--- src/rtl/uart_pkg.sv ---
// Shared constants and state encodings for the 8N1 UART transceiver.
// Imported by the bit timer and the transceiver top level.
package uart_pkg;

    localparam int DATA_WIDTH    = 8;
    localparam int CLK_FREQ      = 50_000_000;
    localparam int BAUD_RATE     = 115200;
    localparam int CLKS_PER_BIT  = CLK_FREQ / BAUD_RATE;
    localparam int COUNT_REG_LEN = $clog2(CLKS_PER_BIT);
    localparam int BIT_IDX_LEN   = $clog2(DATA_WIDTH);

    localparam logic IDLE_LEVEL  = 1'b1;
    localparam logic START_LEVEL = 1'b0;

    typedef enum logic [3:0] {
        RX_IDLE    = 4'd0,
        RX_START   = 4'd1,
        RX_DATA    = 4'd2,
        RX_STOP    = 4'd3,
        RX_CLEANUP = 4'd4
    } rx_state_e;

    typedef enum logic [1:0] {
        TX_IDLE  = 2'd0,
        TX_START = 2'd1,
        TX_DATA  = 2'd2,
        TX_STOP  = 2'd3
    } tx_state_e;

endpackage

--- src/rtl/uart_bit_timer.sv ---
// Free-running bit-period tick counter with synchronous clear.
// Ports: clk, rst_n (async low), clr_i; tc_o = last tick of a bit, half_o = mid-bit.
module uart_bit_timer
    import uart_pkg::*;
(
    input  logic clk,
    input  logic rst_n,
    input  logic clr_i,
    output logic tc_o,
    output logic half_o
);

    localparam logic [COUNT_REG_LEN-1:0] TC_VAL   = COUNT_REG_LEN'(CLKS_PER_BIT - 1);
    localparam logic [COUNT_REG_LEN-1:0] HALF_VAL = COUNT_REG_LEN'(CLKS_PER_BIT / 2 - 1);

    logic [COUNT_REG_LEN-1:0] cnt_q;
    logic [COUNT_REG_LEN-1:0] cnt_d;

    assign tc_o   = (cnt_q == TC_VAL);
    assign half_o = (cnt_q == HALF_VAL);

    always_comb begin
        cnt_d = cnt_q + COUNT_REG_LEN'(1);
        if (clr_i || tc_o) begin
            cnt_d = '0;
        end
    end

    always_ff @(posedge clk or negedge rst_n) begin
        if (!rst_n) begin
            cnt_q <= '0;
        end else begin
            cnt_q <= cnt_d;
        end
    end

endmodule

--- src/rtl/uart_transceiver.sv ---
// Full-duplex 8N1 UART: TX serialiser and RX deserialiser on one clock.
// Ports: clk, areset (async low); tx_data_valid/tx_byte in, tx_busy/tx_serial/tx_done out;
// rx_data in, rx_byte/rx_valid/rx_busy out.
module uart_transceiver
    import uart_pkg::*;
(
    input  logic                  clk,
    input  logic                  areset,
    input  logic                  tx_data_valid,
    input  logic [DATA_WIDTH-1:0] tx_byte,
    output logic                  tx_busy,
    output logic                  tx_serial,
    output logic                  tx_done,
    input  logic                  rx_data,
    output logic [DATA_WIDTH-1:0] rx_byte,
    output logic                  rx_valid,
    output logic                  rx_busy
);

    // ---------------- TX path ----------------
    tx_state_e              tx_state_q, tx_state_d;
    logic [DATA_WIDTH-1:0]  tx_shift_q, tx_shift_d;
    logic [BIT_IDX_LEN-1:0] tx_bit_q, tx_bit_d;
    logic                   tx_serial_q, tx_serial_d;
    logic                   tx_busy_q, tx_busy_d;
    logic                   tx_done_q, tx_done_d;
    logic                   tx_clr, tx_tick, tx_half_unused;
    logic                   data_bits_done;

    uart_bit_timer u_tx_timer (
        .clk    (clk),
        .rst_n  (areset),
        .clr_i  (tx_clr),
        .tc_o   (tx_tick),
        .half_o (tx_half_unused)
    );

    assign data_bits_done = (tx_bit_q == BIT_IDX_LEN'(DATA_WIDTH - 1));

    always_comb begin
        tx_state_d  = tx_state_q;
        tx_shift_d  = tx_shift_q;
        tx_bit_d    = tx_bit_q;
        tx_serial_d = tx_serial_q;
        tx_busy_d   = tx_busy_q;
        tx_done_d   = 1'b0;
        tx_clr      = 1'b0;
        unique case (tx_state_q)
            TX_IDLE: begin
                tx_clr = 1'b1;
                // A request coinciding with the tx_done pulse is dropped.
                if (tx_data_valid && !tx_done_q) begin
                    tx_shift_d  = tx_byte;
                    tx_bit_d    = '0;
                    tx_serial_d = START_LEVEL;
                    tx_busy_d   = 1'b1;
                    tx_state_d  = TX_START;
                end
            end
            TX_START: begin
                if (tx_tick) begin
                    tx_serial_d = tx_shift_q[0];
                    tx_state_d  = TX_DATA;
                end
            end
            TX_DATA: begin
                if (tx_tick) begin
                    if (data_bits_done) begin
                        tx_serial_d = IDLE_LEVEL;
                        tx_state_d  = TX_STOP;
                    end else begin
                        tx_shift_d  = tx_shift_q >> 1;
                        tx_bit_d    = tx_bit_q + BIT_IDX_LEN'(1);
                        tx_serial_d = tx_shift_q[1];
                    end
                end
            end
            TX_STOP: begin
                if (tx_tick) begin
                    tx_busy_d  = 1'b0;
                    tx_done_d  = 1'b1;
                    tx_state_d = TX_IDLE;
                end
            end
            default: tx_state_d = TX_IDLE;
        endcase
    end

    always_ff @(posedge clk or negedge areset) begin
        if (!areset) begin
            tx_state_q  <= TX_IDLE;
            tx_shift_q  <= '0;
            tx_bit_q    <= '0;
            tx_serial_q <= IDLE_LEVEL;
            tx_busy_q   <= 1'b0;
            tx_done_q   <= 1'b0;
        end else begin
            tx_state_q  <= tx_state_d;
            tx_shift_q  <= tx_shift_d;
            tx_bit_q    <= tx_bit_d;
            tx_serial_q <= tx_serial_d;
            tx_busy_q   <= tx_busy_d;
            tx_done_q   <= tx_done_d;
        end
    end

    assign tx_serial = tx_serial_q;
    assign tx_busy   = tx_busy_q;
    assign tx_done   = tx_done_q;

    // ---------------- RX path ----------------
    logic [1:0]             rx_data_ff;
    logic                   rx_s;
    rx_state_e              rx_state_q, rx_state_d;
    logic [DATA_WIDTH-1:0]  rx_shift_q, rx_shift_d;
    logic [BIT_IDX_LEN-1:0] rx_bit_q, rx_bit_d;
    logic [DATA_WIDTH-1:0]  rx_byte_q, rx_byte_d;
    logic                   rx_valid_q, rx_valid_d;
    logic                   rx_clr, rx_tick, rx_half;

    uart_bit_timer u_rx_timer (
        .clk    (clk),
        .rst_n  (areset),
        .clr_i  (rx_clr),
        .tc_o   (rx_tick),
        .half_o (rx_half)
    );

    assign rx_s = rx_data_ff[1];

    always_comb begin
        rx_state_d = rx_state_q;
        rx_shift_d = rx_shift_q;
        rx_bit_d   = rx_bit_q;
        rx_byte_d  = rx_byte_q;
        rx_valid_d = 1'b0;
        rx_clr     = 1'b0;
        unique case (rx_state_q)
            RX_IDLE: begin
                rx_clr = 1'b1;
                if (rx_s == START_LEVEL) begin
                    rx_state_d = RX_START;
                end
            end
            RX_START: begin
                // Restart the timer at mid-start so later ticks land mid-bit.
                if (rx_half) begin
                    rx_clr = 1'b1;
                    if (rx_s == START_LEVEL) begin
                        rx_bit_d   = '0;
                        rx_state_d = RX_DATA;
                    end else begin
                        rx_state_d = RX_IDLE;
                    end
                end
            end
            RX_DATA: begin
                if (rx_tick) begin
                    rx_shift_d[rx_bit_q] = rx_s;
                    if (rx_bit_q == BIT_IDX_LEN'(DATA_WIDTH - 1)) begin
                        rx_state_d = RX_STOP;
                    end else begin
                        rx_bit_d = rx_bit_q + BIT_IDX_LEN'(1);
                    end
                end
            end
            RX_STOP: begin
                if (rx_tick) begin
                    if (rx_s == IDLE_LEVEL) begin
                        rx_byte_d  = rx_shift_q;
                        rx_valid_d = 1'b1;
                    end
                    rx_state_d = RX_CLEANUP;
                end
            end
            RX_CLEANUP: begin
                if (rx_s == IDLE_LEVEL) begin
                    rx_state_d = RX_IDLE;
                end
            end
            default: rx_state_d = RX_IDLE;
        endcase
    end

    always_ff @(posedge clk or negedge areset) begin
        if (!areset) begin
            rx_data_ff <= 2'b11;
            rx_state_q <= RX_IDLE;
            rx_shift_q <= '0;
            rx_bit_q   <= '0;
            rx_byte_q  <= '0;
            rx_valid_q <= 1'b0;
        end else begin
            rx_data_ff <= {rx_data_ff[0], rx_data};
            rx_state_q <= rx_state_d;
            rx_shift_q <= rx_shift_d;
            rx_bit_q   <= rx_bit_d;
            rx_byte_q  <= rx_byte_d;
            rx_valid_q <= rx_valid_d;
        end
    end

    assign rx_byte  = rx_byte_q;
    assign rx_valid = rx_valid_q;
    assign rx_busy  = (rx_state_q != RX_IDLE);

endmodule

--- config.mk ---
export PLATFORM = sky130hd
export DESIGN_NAME = uart_transceiver
export DESIGN_NICKNAME = d
export VERILOG_FILES = /design/src/rtl/uart_pkg.sv /design/src/rtl/uart_bit_timer.sv /design/src/rtl/uart_transceiver.sv
export SDC_FILE = /design/constraint.sdc
export NUM_CORES = 1
export LEC_CHECK = 0
export BUFFER_PORTS_ARGS = -buffer_cell sky130_fd_sc_hd__buf_2
export CAP_MARGIN = 25
export CORE_AREA = 2 2 107 57
export CTS_BUF_LIST = sky130_fd_sc_hd__clkbuf_8
export DETAILED_ROUTE_END_ITERATION = 6
export DIE_AREA = 0 0 109 59
export GPL_TIMING_DRIVEN = 0
export MAX_ROUTING_LAYER = met4
export PLACE_DENSITY = 0.87
export SETUP_SLACK_MARGIN = 0.3
export SYNTH_ARGS = -nofsm -noshare
export SYNTH_HDL_FRONTEND = slang
export SYNTH_SLANG_ARGS = --single-unit
--- constraint.sdc ---
create_clock -name clk -period 1.8 [get_ports clk]
set_input_delay 0.18 -clock clk [delete_from_list [all_inputs] [get_ports clk]]
set_output_delay 0.18 -clock clk [all_outputs]
set_load 0.02 [all_outputs]
==> run metrics <==
status finished, violations left; violated checks negative setup slack; # DRC 0; vias per cell roughly 6.4; synth warn 0; row count 19; TritonCTS clock tree done; fin cells approximately 430; Yosys cell types 44; vias post-DR around 2700; final setup margin -270 ps; total power roughly 3000 uW; max cap viols 0; Worst Setup Path Type reg -> reg; final core occ roughly four fifths; worst min path class in -> reg; area of the multi-input gates between 0.0015 and 0.002 mm2; arrival time at the worst endpoint 2360 ps; pin count of the biggest net entering global routing 32; syn avg cell area about 11 um2; Critical Path End Type flip-flop; Post-synth EDFFs 0; post-DR wirelength/cell ~25 um; Die ar. between 0.006 and 0.007 mm2; Worst Tran Pin Value around 750 ps; Root Buffer clkbuf_8; Storage cell area 0.00149 mm2; grt ovf 0; Synthesized Nets about 300; FF+latch count, synth 59; Final Hold Viols 0; post-synthesis sequential area ratio approximately half; Core Area 0.00540 mm2; fin. max-slew vios 0; power per cell area 671 mW/mm2; Final ANT Viol Nets 0; Cells after DPL between 300 and 400; skew final ~12 ps; RePlAce Congestion between 0.7 and 0.8; worst skew pair latency between 300 and 400 ps; first-pass GRT wire length between 10000 and 15000 um; HPWL after detailed placement ~4200 um; vias in the first global route roughly 2700; worst endpoint required time between 2000 and 2500 ps; RSZ-0062 raised after global routing true; Starting Density a little over half; Tcrit/Tclk final 115%; antenna violations before repair 0; CTS clk-pin slew, worst paths around 80 ps; Chip Width 109 um; Async S/R FF share, synth 100%; top achievable clock speed just under 500 MHz; Leakage between 0.002 and 0.0025 uW; Longest Clk Path Bufs 2; Post-Syn Area just under 0.003 mm2; Setup violations, final 30; Tmin final a little over 2000 ps; TritonCTS Buffers 9; # diodes 0; Die Y roughly 60 um; layout cell share with drive strength beyond 1 between 50% and 60%; H-tree depth 3; Max IR drop VDD 0.995 mV; Sink Count 59; CP max FO 4; routed wire length around 10000 um; headroom to the max-slew limit roughly half; Buffers on Ports 24; area delta synth->final 50.4%; io pins 25; cells after synthesis between 200 and 300; final-stage net count 374; filler instances approximately 220; GRT Overall Usage 30.9%; Initial DRC Count roughly 280; ys flop type dfrtp_1; DR pass1 iterations 5; Worst setup SP type flip-flop
sequential cells by signal, summed over array words and instances (netlist names):
signal	count
tx_bit_q	3
tx_done	1
rx_valid	1
tx_busy	1
tx_shift_q	8
tx_serial	1
rx_shift_q	8
rx_byte	8
u_rx_timer.cnt_q	9
tx_state_q	2
rx_state_q	3
u_tx_timer.cnt_q	9
rx_bit_q	3
rx_data_ff	2
logic make-up after synthesis:
kind of cell | Yosys count | share of synthesized area (%)
compound gates | 29 | 6.92
xor+xnor | 14 | 4.19
fa+ha+maj | 15 | 6.41
buf+inv | 17 | 2.31
flops | 59 | 50.6
mux | 28 | 10.5
simple gates | 106 | 19.1
critical path, stage by stage (launching register included):
cell and delay [ps]:
dfrtp_1 420, inv_2 100, ha_4 120, and4bb_2 290
buf_4 140, nand4_2 190, nor3_1 500, mux2_2 250
Yosys cell counts (3+ instances only):
master | instances | area (um2)
o21ai_0 | 8 | 40.0
nand3_1 | 8 | 40.0
dfrtp_1 | 56 | 1400
nor3_1 | 3 | 15.0
dfstp_2 | 3 | 78.8
nor2b_1 | 6 | 37.5
nand4_1 | 4 | 25.0
inv_1 | 10 | 37.5
mux2_2 | 21 | 236
clkbuf_1 | 3 | 11.3
nand2_1 | 18 | 67.6
nor4_1 | 7 | 43.8
a22o_1 | 3 | 26.3
xor2_1 | 6 | 52.6
ha_1 | 15 | 188
mux2i_1 | 7 | 70.1
xnor2_1 | 8 | 70.1
nand2b_1 | 4 | 25.0
a22oi_1 | 7 | 52.6
nor2_1 | 41 | 154
buf_2 | 3 | 15.0
final timing paths:
kind                                     startpoint             to  slack [ps]  depth (start not counted)
max in group asynchronous                    areset  rx_data_ff[1]         690                          3
worst min-delay path                     tx_byte[7]  tx_shift_q[7]          50                          3
worst max register to register  u_rx_timer.cnt_q[1]    rx_bit_q[0]        -270                          7
worst max-delay path            u_rx_timer.cnt_q[1]    rx_bit_q[0]        -270                          7
min in group asynchronous                    areset  tx_shift_q[1]         420                          2
worst min register to register        rx_data_ff[0]  rx_data_ff[1]         380                          0
power by group:
part	leakage, uW	internal, uW	switching, uW
registers	0.000769	1330	1.57
clock network	0.000124	931	625
logic	0.00112	20.7	47.9
total	0.00201	2280	674
routing by layer:
metal / up-vias / global-route usage [%] / share of wire (%)
met5: - / - / 0
met4: 0 / 10.3 / 5.1
met3: 63 / 9.23 / 8.8
met2: 216 / 51.3 / 47
met1: 1346 / 36.6 / 39
li1: 1106 / - / -
what timing repair did:
action	CTS	global route
endpoints found under the hold margin	29	0
gates cloned	3	0
resized for setup	61	55
pin swaps	16	11
setup buffers	25	13
setup endpoints to repair	56	57
hold buffers	2	0
cell type report:
cell class,count,area share (%)
Inverter,10,0.852
Clock inverter,7,2.84
Tap cell,73,2.07
Timing Repair Buffer,67,13.0
Multi-Input combinational cell,193,42.4
Buffer,7,2.30
Sequential cell,59,33.8
Clock buffer,9,2.81
metrics by stage:
step                      setup slack [ps]  hold slack (ps)  TNS, ps  cell area, um2
after global placement                -208              296    -2110            3280
after detailed placement              -273              263    -2940            3300
after CTS                             -162             39.4    -1730            4100
after global routing                  -364             43.9    -6020            4400
final                                 -270             51.8    -4230            4400
after floorplan                      -3.24             -116    -22.7            3070
layout by cell type, fill, tap and decap left out, drive strengths merged, types with 3 or more instances in the layout:
cell,synthesis,layout
buf,4,69
nor2,41,41
nor3,4,4
xnor2,8,8
dfstp,3,3
dfrtp,56,56
inv,10,11
ha,15,15
mux2,21,21
a22o,3,3
nand3,8,8
nand4,5,6
xor2,6,6
mux2i,7,7
bufinv,0,3
o21ai,8,8
clkinv,0,3
a22oi,7,7
nand2b,4,4
clkbuf,3,12
nor4,7,7
nor2b,6,6
nand2,18,18
and4,3,3
Power figures use the tool's default switching activity.
